[config.mk]
export PLATFORM = sky130hd
export DESIGN_NAME = usbsd_sel_debounce
export DESIGN_NICKNAME = d
export VERILOG_FILES = /design/src/rtl/usbsd_sel_debounce.sv
export SDC_FILE = /design/constraint.sdc
export NUM_CORES = 1
export LEC_CHECK = 0
export CORE_MARGIN = 5
export CORE_UTILIZATION = 40
export DETAILED_ROUTE_END_ITERATION = 16
export PLACE_DENSITY_LB_ADDON = 0.05
export REMOVE_ABC_BUFFERS = 1
export SLEW_MARGIN = 20
export SYNTH_ARGS = -nofsm -noshare
export SYNTH_HDL_FRONTEND = slang
export SYNTH_SLANG_ARGS = --single-unit
[constraint.sdc]
create_clock -name clk -period 1.68 [get_ports clk]
set_input_delay 0.336 -clock clk [delete_from_list [all_inputs] [get_ports clk]]
set_output_delay 0.336 -clock clk [all_outputs]
set_load 0.05 [all_outputs]
[src/rtl/usbsd_sel_debounce.sv]
// USB/SD select switch conditioner: synchronises and debounces the raw pin, then
// drives the USB and SD bus-switch enables with a break-before-make gap.
module usbsd_sel_debounce #(
   parameter int SYNC_STAGES     = 2,
   parameter int DEBOUNCE_CYCLES = 50000,
   parameter int DB_CNT_W        = 16,
   parameter int GAP_CYCLES      = 16,
   parameter int GAP_CNT_W       = 5
) (
   input  logic clk,
   input  logic reset_n,
   input  logic sel_raw,
   output logic sel_level,
   output logic sel_change,
   output logic usb_en,
   output logic sd_en,
   output logic switching
);

   // state   | meaning
   // ST_GAP  | both enables low, gap timer running down
   // ST_USB  | USB bus switch connected (sel_level 0)
   // ST_SD   | SD bus switch connected (sel_level 1)
   typedef enum logic [1:0] {ST_GAP, ST_USB, ST_SD} state_t;

   localparam logic [DB_CNT_W-1:0]  DB_LOAD  = DB_CNT_W'(DEBOUNCE_CYCLES - 1);
   localparam logic [GAP_CNT_W-1:0] GAP_LOAD = GAP_CNT_W'(GAP_CYCLES - 1);

   logic [SYNC_STAGES-1:0] sync_ff;
   logic                   sync_q;
   logic [DB_CNT_W-1:0]    db_cnt;
   logic [GAP_CNT_W-1:0]   gap_cnt;
   state_t                 state;

   assign sync_q = sync_ff[SYNC_STAGES-1];

   always_ff @(posedge clk or negedge reset_n) begin
      if (!reset_n) begin
         sync_ff <= '0;
      end else begin
         sync_ff <= {sync_ff[SYNC_STAGES-2:0], sel_raw};
      end
   end

   // db_cnt holds the mismatch clocks still required; hitting zero accepts the level.
   always_ff @(posedge clk or negedge reset_n) begin
      if (!reset_n) begin
         db_cnt     <= DB_LOAD;
         sel_level  <= 1'b0;
         sel_change <= 1'b0;
      end else begin
         sel_change <= 1'b0;
         if (sync_q == sel_level) begin
            db_cnt <= DB_LOAD;
         end else if (db_cnt == '0) begin
            sel_level  <= sync_q;
            sel_change <= 1'b1;
            db_cnt     <= DB_LOAD;
         end else begin
            db_cnt <= db_cnt - 1'b1;
         end
      end
   end

   // sel_level is only looked at in GAP on the exit edge, so toggles mid-gap are ignored.
   always_ff @(posedge clk or negedge reset_n) begin
      if (!reset_n) begin
         state     <= ST_GAP;
         gap_cnt   <= GAP_LOAD;
         usb_en    <= 1'b0;
         sd_en     <= 1'b0;
         switching <= 1'b1;
      end else begin
         case (state)
            ST_USB: begin
               if (sel_level) begin
                  state     <= ST_GAP;
                  gap_cnt   <= GAP_LOAD;
                  usb_en    <= 1'b0;
                  switching <= 1'b1;
               end
            end
            ST_SD: begin
               if (!sel_level) begin
                  state     <= ST_GAP;
                  gap_cnt   <= GAP_LOAD;
                  sd_en     <= 1'b0;
                  switching <= 1'b1;
               end
            end
            ST_GAP: begin
               if (gap_cnt == '0) begin
                  switching <= 1'b0;
                  if (sel_level) begin
                     state <= ST_SD;
                     sd_en <= 1'b1;
                  end else begin
                     state  <= ST_USB;
                     usb_en <= 1'b1;
                  end
               end else begin
                  gap_cnt <= gap_cnt - 1'b1;
               end
            end
            default: begin
               state     <= ST_GAP;
               gap_cnt   <= GAP_LOAD;
               usb_en    <= 1'b0;
               sd_en     <= 1'b0;
               switching <= 1'b1;
            end
         endcase
      end
   end

endmodule

==> flow_summary_export.csv <==
group,metric,value,unit
job,maxCapViolations,0,
yosys,synth.largest_area_cell,"dfrtp_1",
grt,grt-ovfl-total,0,
setup_path,critPathLaunchType,"flop",
sta,grt_setup_unrepaired,"true",
clocking,insertion_delay,0.28,ns
clocking,cts_tree,"built",
setup_path,crit_chain,"inv_1, ha_2, nor4b_4, buf_4, buf_4, nor4_2, o21ai_1, o211ai_1",
grt,met3_usage,3.93,%
sta,slew_headroom,70.7,%
layout,finalInstanceArea,1900,um2
yosys,ys_ff_latch,30,
die,core-area,3660,um2
grt,grtUsageTotal,12.9,%
setup_path,slowest_delay,0.54,ns
place,place_congestion,0.772,
yosys,seq_area_frac_synth,50.5,%
clocking,clock_sinks,30,
power,power_density,792,nW/um2
power,swShare,20.5,%
setup_path,crit_arrival,1.89,ns
route,drc,0,
sta,setup_slack,-0.00763,ns
yosys,synth_edf_count,0,
setup_path,end_kind,"flop",
power,share_comb_of_total_power,3.8,%
sta,hold_violations,0,
setup_path,path_class,"flop to flop",
grt,grtUsageMet1,18.0,%
outcome,violations,"setup timing",
power,peakVddDrop,0.480,mV
sta,fin_crit,1.69,ns
sta,setup_violations,1,
clocking,root_buffer,"clkbuf_8",
yosys,yosys_warnings,0,
setup_path,cp_slowest_cell,"dfstp_2",
yosys,dominantRegCellSynth,"dfrtp_1",
layout,regArea,768,um2
layout,fill_cells,345,
min_path,hold_path.class,"flop to flop",
yosys,async_flop_share,100,%
grt,grt_pass1_vias,1080,
setup_path,path_common_cell,"buf_4",
die,rows,22,
clocking,cts_buffers,5,
grt,grt_pass1_wl,5060,um
route,wl_per_cell,13.8,um
yosys,synth_area,1520,um2
layout,areaGrowthSynthToFinish,24.9,%
sta,tns,-0.00763,ns
clocking,ctsHoldBuffers,0,
yosys,syn_avg_cell_area,10.8,um2
setup_path,worstPathMaxFanout,8,
die,ios,8,
sta,fmax,593,MHz
clocking,cts_buffer_depth,2,
place,dp_hpwl,2060,um
route,first_pass_iters,4,
power,p_clk_share,46.7,%
yosys,synthCells,141,
route,routed_wirelength,2950,um
layout,nets,172,
grt,grt_use_met2,17.7,%
route,initialDrtViolationCount,60,
grt,grt_max_degree,31,
sta,slew_viol_final,0,
die,initial_core_util,41.5,%
grt,antenna_found_initial,0,
grt,top_usage_layer,"met1",
die,die_h,71.7,um
die,fp.dieW,71.7,um
setup_path,required,1.89,ns
sta,fin_crit_sh,100,%
power,leakage,0.778,nW
route,ant_nets,0,
power,internal-power,1.20,mW
place,io_buffers,7,
yosys,yosysUniqueCellTypes,46,
place,placed_area,1710,um2
route,vias_per_cell,5.12,
clocking,h-tree-depth,2,
die,die-area,5130,um2
sta,tightest_slew,0.440,ns
power,p_seq_share,49.4,%
yosys,synth_top_area_share,26.3,%
sta,fin_skew,0.00596,ns
layout,multi_input_area,743,um2
layout,n_antenna_cell,0,
clocking,clk_pin_slew,0.07,ns
outcome,status,"finished with violations",
power,p_sw,0.308,mW
yosys,synthTopCellsByArea,"dfrtp_1 (26%), dfstp_2 (24%), xor2_1 (5.2%), nor2_1 (3.7%), nand2_1 (3.5%)",
layout,layout-drive-gt1-share,35.5,%
route,vias,1096,
## cells in the final DEF, fill, tap and decap left out, drive strengths merged, types with 2 or more instances in the layout
master          n
ha              4
nor2           15
nand3           4
o2bb2ai         2
clkdlybuf4s50   2
nor4b           3
or4             2
nand4b          2
clkinv          2
o21ai           5
xor2            9
inv             8
clkbuf          5
xnor2           3
buf            19
dfstp          14
or3             2
nor3            2
o211ai          2
nand2          14
a21oi           5
dfrtp          16
nor4            4
nand4           2
o31ai           3
## critical path, delay by kind of cell (launching register included)
| family | cells | cell delay (ns) |
|---|---|---|
| buf+inv | 3 | 0.37 |
| fa+ha+maj | 1 | 0.18 |
| flops | 1 | 0.54 |
| compound gates | 2 | 0.19 |
| simple gates | 2 | 0.34 |
## Yosys cell counts, types with 2 or more instances
library cell	count
nand3_1	3
or4_1	2
nor2_1	15
xnor2_1	3
nor3_1	2
xor2_1	9
nor4b_1	2
a21oi_1	5
o2bb2ai_1	2
o211ai_1	2
inv_1	8
o21ai_0	4
dfstp_2	14
nand4b_1	2
nand2_1	14
or3_1	2
ha_1	4
clkbuf_1	2
o31ai_1	3
dfrtp_1	16
nor4_4	2
## metal layers
layer,vias to the layer above,wire [um]
met5,-,0
met3,5,147
met2,24,1290
met4,0,46
met1,520,1470
li1,547,-
## cell families after synthesis
| family | synth area share, % |
|---|---|
| flip-flops | 50.5 |
| adder cells (fa/ha/maj) | 3.29 |
| AND/OR/NAND/NOR | 24.2 |
| multiplexers | 0.741 |
| AO/OA/AOI/OAI | 10.8 |
| XOR/XNOR | 6.91 |
| buffers and inverters | 3.54 |
## path summary, 6_finish.rpt
kind,from,slack (ns),to,cells past startpoint
setup / recovery,gap_cnt[0],-0.008,gap_cnt[3],8
max in group asynchronous,reset_n,0.92,db_cnt[15],2
min in group asynchronous,reset_n,0.44,gap_cnt[4],2
setup reg to reg,gap_cnt[0],-0.008,gap_cnt[3],8
hold / removal,sync_ff[0],0.36,sync_ff[1],0
hold reg to reg,sync_ff[0],0.36,sync_ff[1],0
## timing repair
item / 4_1_cts / 5_1_grt
endpoints found under the setup margin: 6 / 21
setup buffers: 0 / 4
endpoints found under the hold margin: 0 / 0
gates resized for setup: 1 / 10
pin swaps: 0 / 0
## power by group through the flow
stage / sequential [mW] / combinational, mW / clock (mW)
final: 0.743 / 0.0575 / 0.703
after global routing: 0.744 / 0.0664 / 0.768
after CTS: 0.743 / 0.0586 / 0.725
after detailed placement: 0.755 / 0.0583 / 0
after global placement: 0.754 / 0.0580 / 0
after floorplan: 0.756 / 0.0173 / 0
## per-stage QoR
stage          worst slack (ns)  total power [mW]  hold slack (ns)  cells  util, %
3_3_place_gp            0.00449             0.812            0.342    202     46.8
4_1_cts                -0.00590              1.53            0.367    210     49.9
2_1_floorplan             0.117             0.774           0.0404    137        -
5_1_grt                 -0.0664              1.58            0.383    214     51.8
3_5_place_dp            -0.0738             0.813            0.342    202     46.8
6_report               -0.00763              1.50            0.359    214     51.8
## final cells by class
| type | count | area share (%) |
|---|---|---|
| sequential | 30 | 40.5 |
| clock inverter | 3 | 2.11 |
| clock buffer | 5 | 3.63 |
| multi-input combinational | 99 | 39.2 |
| timing repair buffer | 21 | 9.89 |
| tap | 48 | 3.16 |
| inverter | 8 | 1.58 |
## state kept, by name, summed over array words and instances, names as in the netlist
register    cells
sel_change      1
sync_ff         2
state           2
db_cnt         16
sd_en           1
switching       1
usb_en          1
sel_level       1
gap_cnt         5
No activity file was read; power rests on OpenSTA's default activity.
